===== src/rtl/led_rate_gen.sv =====
// Programmable divider producing the slow LED stepping clock and a tick strobe.
// Button inputs are synchronised and edge-detected to adjust the half-period at run time.
module led_rate_gen #(
   parameter int unsigned WIDTH        = 32,
   parameter int unsigned DEFAULT_HALF = 25_000_000,
   parameter int unsigned STEP_HALF    = 2_500_000,
   parameter int unsigned MIN_HALF     = 2_500_000,
   parameter int unsigned MAX_HALF     = 100_000_000
) (
   input  logic             clock,
   input  logic             reset,
   input  logic             speed_up,
   input  logic             speed_down,
   input  logic             rate_reset,
   input  logic             pause,
   output logic             clock_1Hz,
   output logic             tick,
   output logic [WIDTH-1:0] half_period
);

   localparam int unsigned WX = WIDTH + 1;
   localparam logic [WIDTH:0]   STEP_X  = WX'(STEP_HALF);
   localparam logic [WIDTH:0]   MIN_X   = WX'(MIN_HALF);
   localparam logic [WIDTH:0]   MAX_X   = WX'(MAX_HALF);
   localparam logic [WIDTH-1:0] DEFAULT = WIDTH'(DEFAULT_HALF);

   typedef enum logic {RUN = 1'b0, HOLD = 1'b1} div_state_t;

   div_state_t       state, state_nxt;
   logic [1:0]       up_sync, dn_sync, rr_sync;
   logic             up_prev, dn_prev, rr_prev;
   logic             pause_meta;
   logic             up_edge, dn_edge, rr_edge;
   logic [WIDTH-1:0] cnt, cnt_nxt;
   logic             clk_nxt, tick_nxt;
   logic [WIDTH-1:0] half_nxt;
   logic [WIDTH:0]   hp_dec, hp_inc;

   // NOTE: sequential state uses non-blocking assignments so every flop samples pre-edge values.
   always_ff @(posedge clock or posedge reset) begin
      if (reset) begin
         up_sync    <= '0;
         dn_sync    <= '0;
         rr_sync    <= '0;
         up_prev    <= 1'b0;
         dn_prev    <= 1'b0;
         rr_prev    <= 1'b0;
         pause_meta <= 1'b0;
      end else begin
         up_sync    <= {up_sync[0], speed_up};
         dn_sync    <= {dn_sync[0], speed_down};
         rr_sync    <= {rr_sync[0], rate_reset};
         up_prev    <= up_sync[1];
         dn_prev    <= dn_sync[1];
         rr_prev    <= rr_sync[1];
         pause_meta <= pause;
      end
   end

   assign up_edge = up_sync[1] & ~up_prev;
   assign dn_edge = dn_sync[1] & ~dn_prev;
   assign rr_edge = rr_sync[1] & ~rr_prev;

   // One extra bit of headroom: a borrow shows up in the MSB, a carry never reaches it.
   always_comb begin
      hp_dec   = {1'b0, half_period} - STEP_X;
      hp_inc   = {1'b0, half_period} + STEP_X;
      half_nxt = half_period;
      if (rr_edge) begin
         half_nxt = DEFAULT;
      end else if (up_edge && dn_edge) begin
         half_nxt = half_period;
      end else if (up_edge) begin
         half_nxt = (hp_dec[WIDTH] || (hp_dec < MIN_X)) ? MIN_X[WIDTH-1:0] : hp_dec[WIDTH-1:0];
      end else if (dn_edge) begin
         half_nxt = (hp_inc > MAX_X) ? MAX_X[WIDTH-1:0] : hp_inc[WIDTH-1:0];
      end
   end

   // The divider state register doubles as the second synchroniser stage for pause.
   always_ff @(posedge clock or posedge reset) begin
      if (reset) begin
         state       <= RUN;
         cnt         <= '0;
         clock_1Hz   <= 1'b0;
         tick        <= 1'b0;
         half_period <= DEFAULT;
      end else begin
         state       <= state_nxt;
         cnt         <= cnt_nxt;
         clock_1Hz   <= clk_nxt;
         tick        <= tick_nxt;
         half_period <= half_nxt;
      end
   end

   // NOTE: every always_comb output gets a default first so no path can infer a latch.
   always_comb begin
      state_nxt = pause_meta ? HOLD : RUN;
      cnt_nxt   = cnt;
      clk_nxt   = clock_1Hz;
      tick_nxt  = 1'b0;
      unique case (state)
         RUN: begin
            if (cnt >= half_period - WIDTH'(1)) begin
               cnt_nxt  = '0;
               clk_nxt  = ~clock_1Hz;
               tick_nxt = ~clock_1Hz;
            end else begin
               cnt_nxt  = cnt + WIDTH'(1);
            end
         end
         HOLD: begin
            cnt_nxt = cnt;
         end
         default: begin
            cnt_nxt = cnt;
         end
      endcase
   end

endmodule


===== config.mk =====
export PLATFORM = sky130hd
export DESIGN_NAME = led_rate_gen
export DESIGN_NICKNAME = d
export VERILOG_FILES = /design/src/rtl/led_rate_gen.sv
export SDC_FILE = /design/constraint.sdc
export NUM_CORES = 1
export LEC_CHECK = 0
export BUFFER_PORTS_ARGS = -buffer_cell sky130_fd_sc_hd__buf_4
export CAP_MARGIN = 20
export CORE_MARGIN = 2
export CORE_UTILIZATION = 55
export CTS_CLUSTER_SIZE = 10
export DETAILED_ROUTE_END_ITERATION = 8
export PLACE_DENSITY = 0.88
export RECOVER_POWER = 100
export SYNTH_ARGS = -nofsm -noshare
export SYNTH_HDL_FRONTEND = slang
export SYNTH_SLANG_ARGS = --single-unit

===== constraint.sdc =====
create_clock -name clock -period 3.9 [get_ports clock]
set_input_delay 0 -clock clock [delete_from_list [all_inputs] [get_ports clock]]
set_output_delay 0 -clock clock [all_outputs]
set_load 0.1 [all_outputs]

After elaboration in Yosys (flattened, before gate mapping)
Cells that the tools add are included.
- input bits: 6
- register bits after elaboration: 77
- output and inout bits: 34
- logic and storage cells: 44
- bitwise operators: 8
- reduce and logical (&&, ||, !) cells: 5
- equality and inequality tests: 1
- multiplexer cells: 11
- $lt $le $gt $ge: 3
- add/subtract/negate cells: 4
- operators by type and width (operator ; count):
    two-way mux 32 bit ; 8
    adder 32 x 22 -> 33 bit (second input constant) ; 1
    > comparator 33 x 27 -> 1 bit (second input constant) ; 1
    less-than comparator 33 x 22 -> 1 bit (second input constant) ; 1
    subtractor 32 x 22 -> 33 bit (second input constant) ; 1
    adder 32 x 1 -> 32 bit (second input constant) ; 1
    >= comparator 32 bit ; 1
    subtractor 32 x 1 -> 32 bit (second input constant) ; 1
    NOT 1 bit ; 5
    AND reduction 2 bit ; 2
    bitwise AND 1 bit ; 3
    two-way mux 1 bit ; 3
    nonzero test 3 bit ; 1
    != test 2 bit (second input constant) ; 1
    logical AND 1 bit ; 1
    logical OR 1 bit ; 1

Logic depth before layout (Yosys ltp)
- depth after elaboration: 7
- mapped depth: 19
- depth with buffers taken out: 16

Worst setup path before layout
No wires, ideal clock.
- kind: reg-to-reg
- start point: register half_period[5]
- end point: register clock_1Hz
- stages on the path, launching flop included: 20
- period minus slack after synthesis: 4.665 ns
- data arrival time: 4.503 ns
- path buffers: 3
- setup time: 0.162 ns
- required time: 3.738 ns
- setup slack: -0.765 ns
- cell sequence: dfrtp_1 > clkbuf_1 > inv_1 > ha_1 > clkbuf_1 > nand3_1 > or4_1 > or3_1 > nor3_1 > xnor2_1 > ha_1 > a21o_1 > a21o_1 > a21oi_1 > nor2_1 > a211oi_1 > o31ai_1 > nor2b_1 > clkbuf_1 > xor2_1
- cells in the longest elaborated chain, start to end: 3
- RTL lines (what ; RTL line ; RTL):
    from (decl) ; 18 ; output logic [WIDTH-1:0] half_period
    from (signal assigned) ; 93 ; half_period <= half_nxt;
    subtractor 32 x 1 -> 32 bit ; 105 ; if (cnt >= half_period - WIDTH'(1)) begin
    >= comparator 32 bit ; 105 ;
    AND reduction 2 bit (no line) ; n/a ;
    to (signal assigned) ; 91 ; clock_1Hz <= clk_nxt;
    to (decl) ; 16 ; output logic clock_1Hz,
No other way between the ends.
A chain may end at the register's enable or synchronous reset.

Final worst setup path
- start point: register half_period[6]
- end point: register half_period[17]
- cells in the longest elaborated chain, start to end: 7
- elaborated cells between the ends (all ways): 11
- those cells by class: add/sub: 2; order compare: 2; mux: 6; reduce/logical: 1
- RTL lines (what ; RTL line ; RTL):
    adder 32 x 22 -> 33 bit or subtractor 32 x 22 -> 33 bit (tied branches) ; 67, 66 ;
    > comparator 33 x 27 -> 1 bit or less-than comparator 33 x 22 -> 1 bit (tied branches) ; 76, 74 ;
    two-way mux 32 bit or logical OR 1 bit (tied branches) ; 76, 74 ;
    two-way mux 32 bit (on tied branches) ; 75, 74 ;
    two-way mux 32 bit (*) ; 73 ; end else if (up_edge) begin
    two-way mux 32 bit (*) ; 71 ; end else if (up_edge && dn_edge) begin
    two-way mux 32 bit (*) ; 69 ; if (rr_edge) begin
Every way passes the cells marked *; elsewhere a longest branch is shown, timed or not. The select of a mux whose other input is x is not followed.

==> results.json <==
{
  "ys_warn_count": 0,
  "cts_max_level": 3,
  "viasPerCell": 6.56,
  "fmax_mhz": 259,
  "post-route-min-period_ps": 3870,
  "io_pins": 40,
  "crit_fanout": 7,
  "synth_area_um2": 6360,
  "maxCapViolations": 1,
  "ys.flop_type": "dfrtp_1",
  "rows": 39,
  "synth_edf_count": 0,
  "die_h_um": 112,
  "drt_first_pass_iters": 5,
  "first_global_vias": 5965,
  "grt_first_pass_wirelength_um": 30300,
  "die_w_um": 112,
  "critical_path_class": "flip-flop to flip-flop",
  "synth_async_sr_flop_share_pct": 100,
  "slew_violations": 30,
  "violations": "max-capacitance violations, max-slew violations",
  "first_iter_violations": 837,
  "setup_viol": 0,
  "max-vdd-ir-drop_mv": 0.612,
  "hpwl_um": 13400,
  "drc": 0,
  "clk_latency_ps": 350,
  "grt-ovfl-total": 0,
  "worst_setup_path_start_kind": "flip-flop",
  "total_leakage_power_nw": 2.98,
  "final_layout_size_suffix_gt1_share_pct": 14.4,
  "pwr_density_cell_nw_per_um2": 786,
  "timing.final.crit_share_pct": 99.1,
  "gp_congestion": 0.992,
  "clkSinkCount": 72,
  "grt_usage_pct": 29.9,
  "ys_seq_area_share_pct": 28.6,
  "outcome": "finished with violations",
  "synthCells": 796,
  "root_buffer": "clkbuf_16",
  "ys_ff_latch": 72,
  "route.vias.total": 6464,
  "rsz0062_at_grt": "false",
  "dieArea_um2": 12400,
  "io_buffers": 34,
  "initial_core_util_pct": 55.9,
  "crit_arrival_ps": 4100,
  "clk_path_buf_depth": 2,
  "syn_to_final_growth_pct": 14.1,
  "routedWlPerCell_um": 19.3,
  "core_region_area_um2": 11400,
  "final_nets": 876,
  "fin_skew_ps": 7.20,
  "hold_viol": 0,
  "grt_max_degree": 45,
  "dp_slack_ps": 72.3,
  "cts_tree": "built",
  "cp.required_ps": 4140,
  "clkTransAtPathRegs_ps": 70,
  "setup.worst_path.end_class": "flip-flop",
  "routed_wl_um": 19000,
  "ant_nets": 0,
  "p_total_mw": 5.70,
  "syn_area_per_cell_um2": 7.99,
  "ys_types": 73,
  "worstMarginPinSlew_ps": 1520,
  "antenna_found_initial": 0,
  "diodes": 0,
  "cts_inserted_buffers": 9,
  "slew_headroom_pct": -1.64,
  "hold_path_class": "input port to flip-flop",
  "fin_ws_ps": 35.0
}
## cell type report
type	instances	area, um^2
Sequential cell	72	1830
Timing Repair Buffer	84	524
Multi-Input combinational cell	651	4330
Tap cell	143	179
Clock inverter	5	63.8
Fill cell	979	4120
Inverter	19	73.8
Clock buffer	11	253
## final timing paths
check	startpoint	endpoint	slack (ps)	cells after the start
max	half_period[6]	half_period[17]	30	12
min	speed_up	up_sync[0]	320	2
max reg2reg	half_period[6]	half_period[17]	30	12
min reg2reg	dn_sync[0]	dn_sync[1]	350	0
max in group asynchronous	reset	half_period[5]	1490	4
min in group asynchronous	reset	cnt[25]	400	3
## worst max-delay path, stage by stage, from the launching register on
cell	delay [ps]
dfstp_4	640
inv_2	70
ha_4	170
clkbuf_4	170
or4b_2	630
a31oi_1	190
a211oi_1	70
o32a_1	380
o22ai_1	230
or4b_4	190
and2_0	520
o21ai_0	220
a32o_1	300
## synth_stat cells, types with 3 or more instances
cell / n / area, um^2
xnor2_1: 49 / 429
o31ai_1: 7 / 52.6
a211o_1: 3 / 26.3
nor2b_1: 13 / 81.3
a31o_2: 4 / 35.0
o21a_1: 4 / 30.0
o21ai_0: 43 / 215
nand3_1: 31 / 155
a32oi_1: 3 / 26.3
a31oi_1: 13 / 81.3
nor2_1: 81 / 304
or4_1: 4 / 30.0
and2_1: 9 / 56.3
or3_1: 10 / 62.6
nand2_1: 68 / 255
and4_1: 4 / 35.0
a211oi_1: 9 / 67.6
inv_1: 19 / 71.3
o211a_1: 4 / 40.0
ha_1: 33 / 413
dfstp_2: 12 / 315
buf_2: 14 / 70.1
o211ai_1: 8 / 60.1
or2_2: 3 / 18.8
a22oi_1: 5 / 37.5
nand2b_1: 6 / 37.5
a21o_1: 16 / 120
a21boi_0: 4 / 30.0
a221oi_1: 4 / 35.0
buf_4: 7 / 52.6
nor3_1: 30 / 150
nor4_1: 11 / 68.8
and3_1: 14 / 87.6
o2bb2ai_1: 3 / 26.3
nand3b_1: 5 / 37.5
a2111oi_0: 6 / 52.6
clkbuf_1: 35 / 131
o22ai_1: 5 / 31.3
nand4_1: 16 / 100
a21oi_1: 43 / 215
a2bb2oi_1: 4 / 35.0
dfrtp_1: 60 / 1500
xor2_1: 29 / 254
## registers in the layout (all words and copies together) (netlist names)
name,flops
dn_sync,2
rr_prev,1
state,1
up_prev,1
clock_1Hz,1
tick,1
up_sync,2
rr_sync,2
pause_meta,1
dn_prev,1
half_period,27
cnt,32
## layout by cell type (no fill, tap or decap), types with 28 or more instances in the layout
| cell type | instances |
|---|---|
| a21oi_1 | 43 |
| o21ai_0 | 42 |
| nand2_1 | 68 |
| clkbuf_1 | 31 |
| nor2_1 | 78 |
| dfrtp_1 | 54 |
| nand3_1 | 30 |
| ha_1 | 31 |
| xnor2_1 | 49 |
| nor3_1 | 28 |
| xor2_1 | 29 |
| buf_4 | 40 |
## report_power, final
part,internal (mW),switching [mW]
logic,1.11,2.54
registers,0.936,0.232
clock network,0.535,0.354
## cell families (layout without fill, tap and decap cells)
group                      Yosys count  after routing  synth area share, %
AOI/OAI and AO/OA                  211            211                 22.7
xor gates and xnor gates            78             78                 10.7
adders and majority gates           33             33                 6.49
buffers and inverters               78            119                 5.41
DFF                                 72             72                 28.6
muxes                                2              2                0.315
other                                1              5               0.0590
and+or+nand+nor                    321            322                 25.7
## per-layer routing
layer | GRT usage, % | up-vias | part of all wire (%)
met5 | 0 | - | 0
met4 | 12.7 | 0 | 3.6
met3 | 5.17 | 88 | 9.3
met2 | 48.2 | 378 | 46
met1 | 40.0 | 3023 | 41
li1 | - | 2975 | -
## per-stage QoR
stage / hold slack, ps / TNS, ps / util [%] / cells / area (um^2)
5_1_grt: 318 / 0 / 63.8 / 985 / 7250
6_report: 323 / 0 / 63.8 / 985 / 7250
3_5_place_dp: 110 / 0 / 60.8 / 957 / 6910
2_1_floorplan: 31.4 / -2400 / - / 800 / 6500
4_1_cts: 296 / 0 / 64.0 / 978 / 7280
3_3_place_gp: 110 / 0 / 60.8 / 957 / 6910
## what timing repair did
action | in CTS | in global routing
buffers inserted | 0 | 5
setup endpoints to repair | 0 | 61
resized for setup | 0 | 14
hold endpoints to repair | 36 | 0
hold buffers | 5 | 0
No activity file was read; power rests on OpenSTA's default activity.
